**config.mk**
```make
export PLATFORM = sky130hd
export DESIGN_NAME = layer_out_serializer
export DESIGN_NICKNAME = d
export VERILOG_FILES = /design/src/rtl/fnn_pkg.sv /design/src/rtl/layer_out_serializer_argmax.sv /design/src/rtl/layer_out_serializer.sv
export SDC_FILE = /design/constraint.sdc
export NUM_CORES = 1
export LEC_CHECK = 0
export ABC_AREA = 1
export CORE_UTILIZATION = 53
export DETAILED_ROUTE_END_ITERATION = 6
export MAX_ROUTING_LAYER = met4
export PLACE_DENSITY = 0.95
export SETUP_SLACK_MARGIN = 0.4
export SLEW_MARGIN = 20
export SYNTH_ARGS = -nofsm -noshare
export SYNTH_HDL_FRONTEND = slang
export SYNTH_SLANG_ARGS = --single-unit
```
**constraint.sdc**
```tcl
create_clock -name clk -period 15.15 [get_ports clk]
set_clock_uncertainty 0.2 [all_clocks]
set_input_delay 3.7875 -clock clk [delete_from_list [all_inputs] [get_ports clk]]
set_output_delay 3.7875 -clock clk [all_outputs]
set_load 0.05 [all_outputs]
```
**src/rtl/fnn_pkg.sv**
```systemverilog
// Shared types for the feed-forward network datapath.
// Serializer FSM states and sticky error bit positions.
package fnn_pkg;

    typedef enum logic {
        SER_IDLE,
        SER_SEND
    } ser_state_t;

    localparam int ERR_OVERRUN = 0;
    localparam int ERR_PARTIAL = 1;

endpackage

```
**src/rtl/layer_out_serializer_argmax.sv**
```systemverilog
// argmax_tracker: running signed max over a serial burst (LAYER_SER_ARGMAX_EN).
// Emits the winning index with a one-cycle pulse after the last beat.
`ifdef LAYER_SER_ARGMAX_EN
module argmax_tracker
    import fnn_pkg::*;
#(
    parameter int DATA_WIDTH = 16,
    parameter int IDX_WIDTH  = 4
) (
    input  logic                  clk,
    input  logic                  rst,
    input  logic                  beat_vld,
    input  logic [DATA_WIDTH-1:0] beat_data,
    input  logic [IDX_WIDTH-1:0]  beat_idx,
    input  logic                  first,
    input  logic                  last,
    output logic [IDX_WIDTH-1:0]  class_idx,
    output logic                  class_vld
);

    logic signed [DATA_WIDTH-1:0] max_q;
    logic [IDX_WIDTH-1:0]         idx_q;
    logic signed [DATA_WIDTH-1:0] data_s;
    logic                         take;

    assign data_s = beat_data;
    // strict compare keeps the lowest index on ties
    assign take   = first || (data_s > max_q);

    always_ff @(posedge clk) begin
        if (rst) begin
            max_q     <= '0;
            idx_q     <= '0;
            class_idx <= '0;
            class_vld <= 1'b0;
        end else begin
            class_vld <= 1'b0;
            if (beat_vld) begin
                if (take) begin
                    max_q <= data_s;
                    idx_q <= beat_idx;
                end
                if (last) begin
                    class_idx <= take ? beat_idx : idx_q;
                    class_vld <= 1'b1;
                end
            end
        end
    end

endmodule
`endif

```
**src/rtl/layer_out_serializer.sv**
```systemverilog
// Captures a layer's parallel activations and replays them one per clk.
// Optional argmax classification output under LAYER_SER_ARGMAX_EN.
module layer_out_serializer
    import fnn_pkg::*;
#(
    parameter int NUM_NEURONS = 10,
    parameter int DATA_WIDTH  = 16,
    parameter int IDX_WIDTH   = $clog2(NUM_NEURONS)
) (
    input  logic                              clk,
    input  logic                              rst,
    input  logic [NUM_NEURONS*DATA_WIDTH-1:0] in_data,
    input  logic [NUM_NEURONS-1:0]            in_valid,
    output logic [DATA_WIDTH-1:0]             out_data,
    output logic                              out_valid,
    output logic                              busy,
    output logic [1:0]                        err,
    output logic [IDX_WIDTH-1:0]              class_idx,
    output logic                              class_vld
);

    localparam logic [IDX_WIDTH-1:0] LAST_IDX = IDX_WIDTH'(NUM_NEURONS - 1);

    ser_state_t            state;
    logic [IDX_WIDTH-1:0]  cnt;
    logic [DATA_WIDTH-1:0] shadow [NUM_NEURONS];

    logic capture;
    logic partial;
    logic last;
    logic accept;
    logic overrun;

    assign capture = &in_valid;
    assign partial = (|in_valid) && !capture;
    assign last    = (state == SER_SEND) && (cnt == LAST_IDX);
    // a capture landing on the last beat chains the next burst with no bubble
    assign accept  = capture && ((state == SER_IDLE) || last);
    assign overrun = capture && (state == SER_SEND) && !last;

    always_ff @(posedge clk) begin
        if (accept) begin
            for (int i = 0; i < NUM_NEURONS; i++) begin
                shadow[i] <= in_data[i*DATA_WIDTH +: DATA_WIDTH];
            end
        end
    end

    always_ff @(posedge clk) begin
        if (rst) begin
            state     <= SER_IDLE;
            cnt       <= '0;
            out_data  <= '0;
            out_valid <= 1'b0;
            busy      <= 1'b0;
            err       <= '0;
        end else begin
            if (overrun) err[ERR_OVERRUN] <= 1'b1;
            if (partial) err[ERR_PARTIAL] <= 1'b1;
            unique case (state)
                SER_IDLE: begin
                    out_valid <= 1'b0;
                    busy      <= 1'b0;
                    cnt       <= '0;
                    if (capture) state <= SER_SEND;
                end
                SER_SEND: begin
                    out_valid <= 1'b1;
                    busy      <= 1'b1;
                    out_data  <= shadow[cnt];
                    if (last) begin
                        cnt <= '0;
                        if (!capture) state <= SER_IDLE;
                    end else begin
                        cnt <= cnt + 1'b1;
                    end
                end
                default: state <= SER_IDLE;
            endcase
        end
    end

`ifdef LAYER_SER_ARGMAX_EN
    logic [IDX_WIDTH-1:0] beat_idx;

    // index of the beat currently on out_data
    always_ff @(posedge clk) begin
        if (rst) begin
            beat_idx <= '0;
        end else if (state == SER_SEND) begin
            beat_idx <= cnt;
        end
    end

    argmax_tracker #(
        .DATA_WIDTH (DATA_WIDTH),
        .IDX_WIDTH  (IDX_WIDTH)
    ) u_argmax (
        .clk       (clk),
        .rst       (rst),
        .beat_vld  (out_valid),
        .beat_data (out_data),
        .beat_idx  (beat_idx),
        .first     (beat_idx == '0),
        .last      (beat_idx == LAST_IDX),
        .class_idx (class_idx),
        .class_vld (class_vld)
    );
`else
    assign class_idx = '0;
    assign class_vld = 1'b0;
`endif

endmodule
```
; ---- Word level (Yosys, flattened, before mapping)
; Memories as Yosys holds them, arrays and structs flattened. A register that Yosys moved wholly into a read port is not among the register bits.
; Cells that the tools add are included.
[op_classes]
add_sub_neg = 1
n_mux = 8
eq_ne = 1
bitwise = 1
n_reduce_logical = 10
[op_table]
columns = op, count
row1 = 10-bit AND reduction, 1
row2 = 10-bit OR reduction, 1
row3 = 4-bit case mux with 2 select lines, 1
row4 = 1-bit logical AND, 5
row5 = "4-bit by 1-bit adder with 4-bit output, second input constant", 1
row6 = "4-bit == test, second input constant", 1
row7 = 1-bit 2-to-1 mux, 4
row8 = 4-bit 2-to-1 mux, 1
row9 = 1-bit case mux with 2 select lines, 2
row10 = 1-bit zero test, 2
row11 = 1-bit logical OR, 1
row12 = 1-bit inverter, 1
[totals]
memories = 1
out_inout_bits = 25
inputBits = 172
word_cells = 27
ff_bits = 8
ramBits = 160
[memory_table]
columns = memory, words, word_bits, read_ports, rd_clocked_by_memory_dff, write_ports, line
row1 = shadow, 10, 16, 1, 1, 10, layer_out_serializer.sv:26  ; logic [DATA_WIDTH-1:0] shadow [NUM_NEURONS];

; ---- Logic depth before layout (Yosys ltp)
[logic_depth]
word_depth = 6
depth_mapped = 8
mapped_depth_nobuf = 7

; ---- Worst setup path before layout
; OpenSTA, ideal clock, no wires.
[synth_path]
path_type = input port to flip-flop
from = in in_valid[5]
to = mem shadow[0][0] (enable)
setup_slack_ps = 3482
n_path_buf = 0
t_arrival_ps = 10785
cell_stages = 4
cell_sequence = inv_1 -> nor3_1 -> nand3b_1 -> nor2_1
[synth_lines]
columns = element, line
row1 = from (decl), layer_out_serializer.sv:13  ; input logic [NUM_NEURONS-1:0] in_valid,
row2 = to (decl), layer_out_serializer.sv:26

==> key figures <==
STA
  – Final setup violating endpoints: 0
  – RSZ-0062 raised after global routing: false
  – Fin Setup TNS: 0 ns
  – Min cycle time layout: slightly below 6 ns
  – PnR worst setup slack: between 9 and 10 ns
  – Final Hold Vio Count: 0
  – Fmax achieved: 170.3 MHz
  – Pins Over Slew Limit: 0
  – Hold_ws: about 0.27 ns
  – Slew HR: between 20% and 30%
  – Crit share post-route: 38.75%
  – Tightest Pin Transition: approximately 1.1 ns

Clocking
  – CTS max path bufs: 2
  – Root Driver: clkbuf_16
  – Clock slew at reported path FFs: 0.07 ns
  – Clk_lat worst skew: ~0.42 ns
  – Post-CTS setup buffers: 0
  – Cts repair resizes: 0
  – CTS tree: built
  – Clock Sinks: 184
  – H-tree depth: 4
  – CTS buffer count: 17
  – CTS Hold Buffers Added: 0

Die
  – Die Wd: approximately 120 um
  – Effective utilization at floorplan: approximately 55%
  – # rows: 43
  – Die area: between 10000 and 15000 um2
  – Total I/O pin count: just under 200
  – Core ar.: between 10000 and 15000 um2
  – Die height: around 120 um

Routing
  – Routed Antenna Nets: 0
  – Vias after detailed routing: between 5k and 6k
  – Final WL: approximately 18 mm
  – Pre-antenna DRT Iters: 5
  – Vias/cell: ~5.2
  – Starting DRC count in detailed routing: 565
  – DRC violations left: 0
  – Wire per inst: 17.03 um

Yosys
  – Yosys warns: 0
  – Cells after Synth: 712
  – Top cells by area, synth: edfxtp_1 63%, nand2_1 11%, nand3_1 6.4%, dfxtp_1 6.3%, inv_1 5.0%
  – Distinct cells, synth: 23
  – Seq/Total Area, Yosys: between 60% and 70%
  – Top cell type's share of synthesized area: a little over three fifths
  – Post-Syn Area: approximately 7600 um2
  – Seq cells post-synth: 184
  – Largest area contributor in the netlist: edfxtp_1
  – Synthesized area per cell: between 10 and 15 um2

Worst setup path
  – CP Max Fanout: 86
  – Startpoint Class: primary input
  – Worst r2r path cells: 8
  – WP data required: approximately 15 ns
  – Kind of critical path: primary input to flop
  – Crit path DAT: approximately 5.7 ns
  – CP Capture Type: flop

Placement
  – Hpwl dp: 12.57 mm
  – Port Buf Inserts: roughly 190
  – Cell total after placement: around 1.1k
  – GP Congestion: ~0.83
  – Dpl ws: about 8.8 ns

Global route
  – GRT overflow: 0
  – First-pass GRT wire length: 27.41 mm
  – Initial antenna violation count: 0
  – Total GRT Usage: a little over a quarter
  – Pin count of the biggest net entering global routing: between 80 and 90
  – Vias in the first global route: 5486

Power and ir drop
  – Static leakage: 4.077 nW
  – Pwr Total: about 1.0 mW
  – Pwr/cell area: roughly 100 nW/um2
  – VDD IR max: approximately 0.083 mV

Layout
  – Most common cell after layout, fill and taps aside: nand2_1
  – Most frequent cells in the layout: 215 x nand2_1, 191 x clkdlybuf4s50_1, 160 x edfxtp_1
  – Synth-to-Final Area Change: 32.53%
  – Multi-input gate area: 1685 um2
  – Non-Filler Instances: around 1.1k
  – Ant. Diodes: 0
  – Share of cells above drive strength 1: around 4.3%
  – Register area: 5286 um2
  – Total Nets Final: ~1.1k
  – FILL cells: 915

Hold path
  – Hold Path Stages: 2
  – Hold WC Path Type: flop to flop

Job
  – Max-cap viol count: 0

Status
  – Outcome: complete, no violations
-- metrics by stage --
stage | util (%) | instance area (um2)
final | 72.36 | 10080
after global routing | 72.36 | 10080
after CTS | 72.36 | 10080
after detailed placement | 68.49 | 9544
after global placement | 68.49 | 9544
after floorplan | - | 7624
-- critical path, cell delays in order --
cell,delay [ns]
clkdlybuf4s50_1,0.46
inv_1,0.05
nor3_1,0.19
nand3b_1,0.22
nor2_4,0.14
buf_4,0.79
-- synth_stat cells, drive strengths merged --
library cell	n
nand3b	1
a21oi	33
inv	106
nor3	4
edfxtp	160
buf	36
nand3	98
a31oi	1
o21ai	18
conb	1
nand2	215
clkbuf	3
dfxtp	24
xor2	1
xnor2	1
ha	2
nor2	8
-- state kept, by name, indices dropped and copies added (netlist names) --
| signal | flops |
|---|---|
| out_data | 16 |
| state | 1 |
| cnt | 4 |
| err | 2 |
| shadow | 160 |
| busy | 1 |
-- final timing paths --
kind	endpoint	slack [ns]	startpoint
hold reg to reg	err[1]$_SDFFE_PP0P_	0.27	err[1]$_SDFFE_PP0P_
setup reg to reg	out_data[3]$_SDFFE_PP0P_	11.94	cnt[0]$_SDFF_PP0_
hold / removal	err[1]$_SDFFE_PP0P_	0.27	err[1]$_SDFFE_PP0P_
setup / recovery	shadow[0][4]$_DFFE_PP_	9.28	in_valid[9]
-- cells by family (layout without fill, tap and decap cells) --
logic type | Yosys count | after routing | share of synthesized area [%]
AO/OA/AOI/OAI | 52 | 52 | 3.437
adder cells (fa/ha/maj) | 2 | 2 | 0.3288
AND/OR/NAND/NOR | 326 | 326 | 17.81
flip-flops | 184 | 184 | 69.46
XOR/XNOR | 2 | 2 | 0.2303
buffers and inverters | 145 | 334 | 8.683
other | 1 | 5 | 0.04929
-- routing by layer --
metal | GRT usage (%) | wire, um | up-vias
met2 | 45.34 | 9685 | 301
li1 | - | - | 2684
met5 | - | 0 | -
met1 | 30.14 | 6883 | 2665
met4 | 10.73 | 479 | 0
met3 | 5.103 | 1428 | 38
-- report_power, final --
group	switching (mW)	total, mW	internal (mW)
Combinational	0.0141	0.0534	0.0394
Clock	0.180	0.404	0.224
Sequential	0.000246	0.551	0.550
Total	0.194	1.01	0.814
-- cell type report --
class	count	area share, %
Sequential cell	184	52.43
Timing Repair Buffer	196	19.33
Clock buffer	19	4.293
Inverter	106	3.946
Tap cell	180	2.234
Clock inverter	13	1.055
Multi-Input combinational cell	387	16.71
Power figures use the tool's default switching activity.
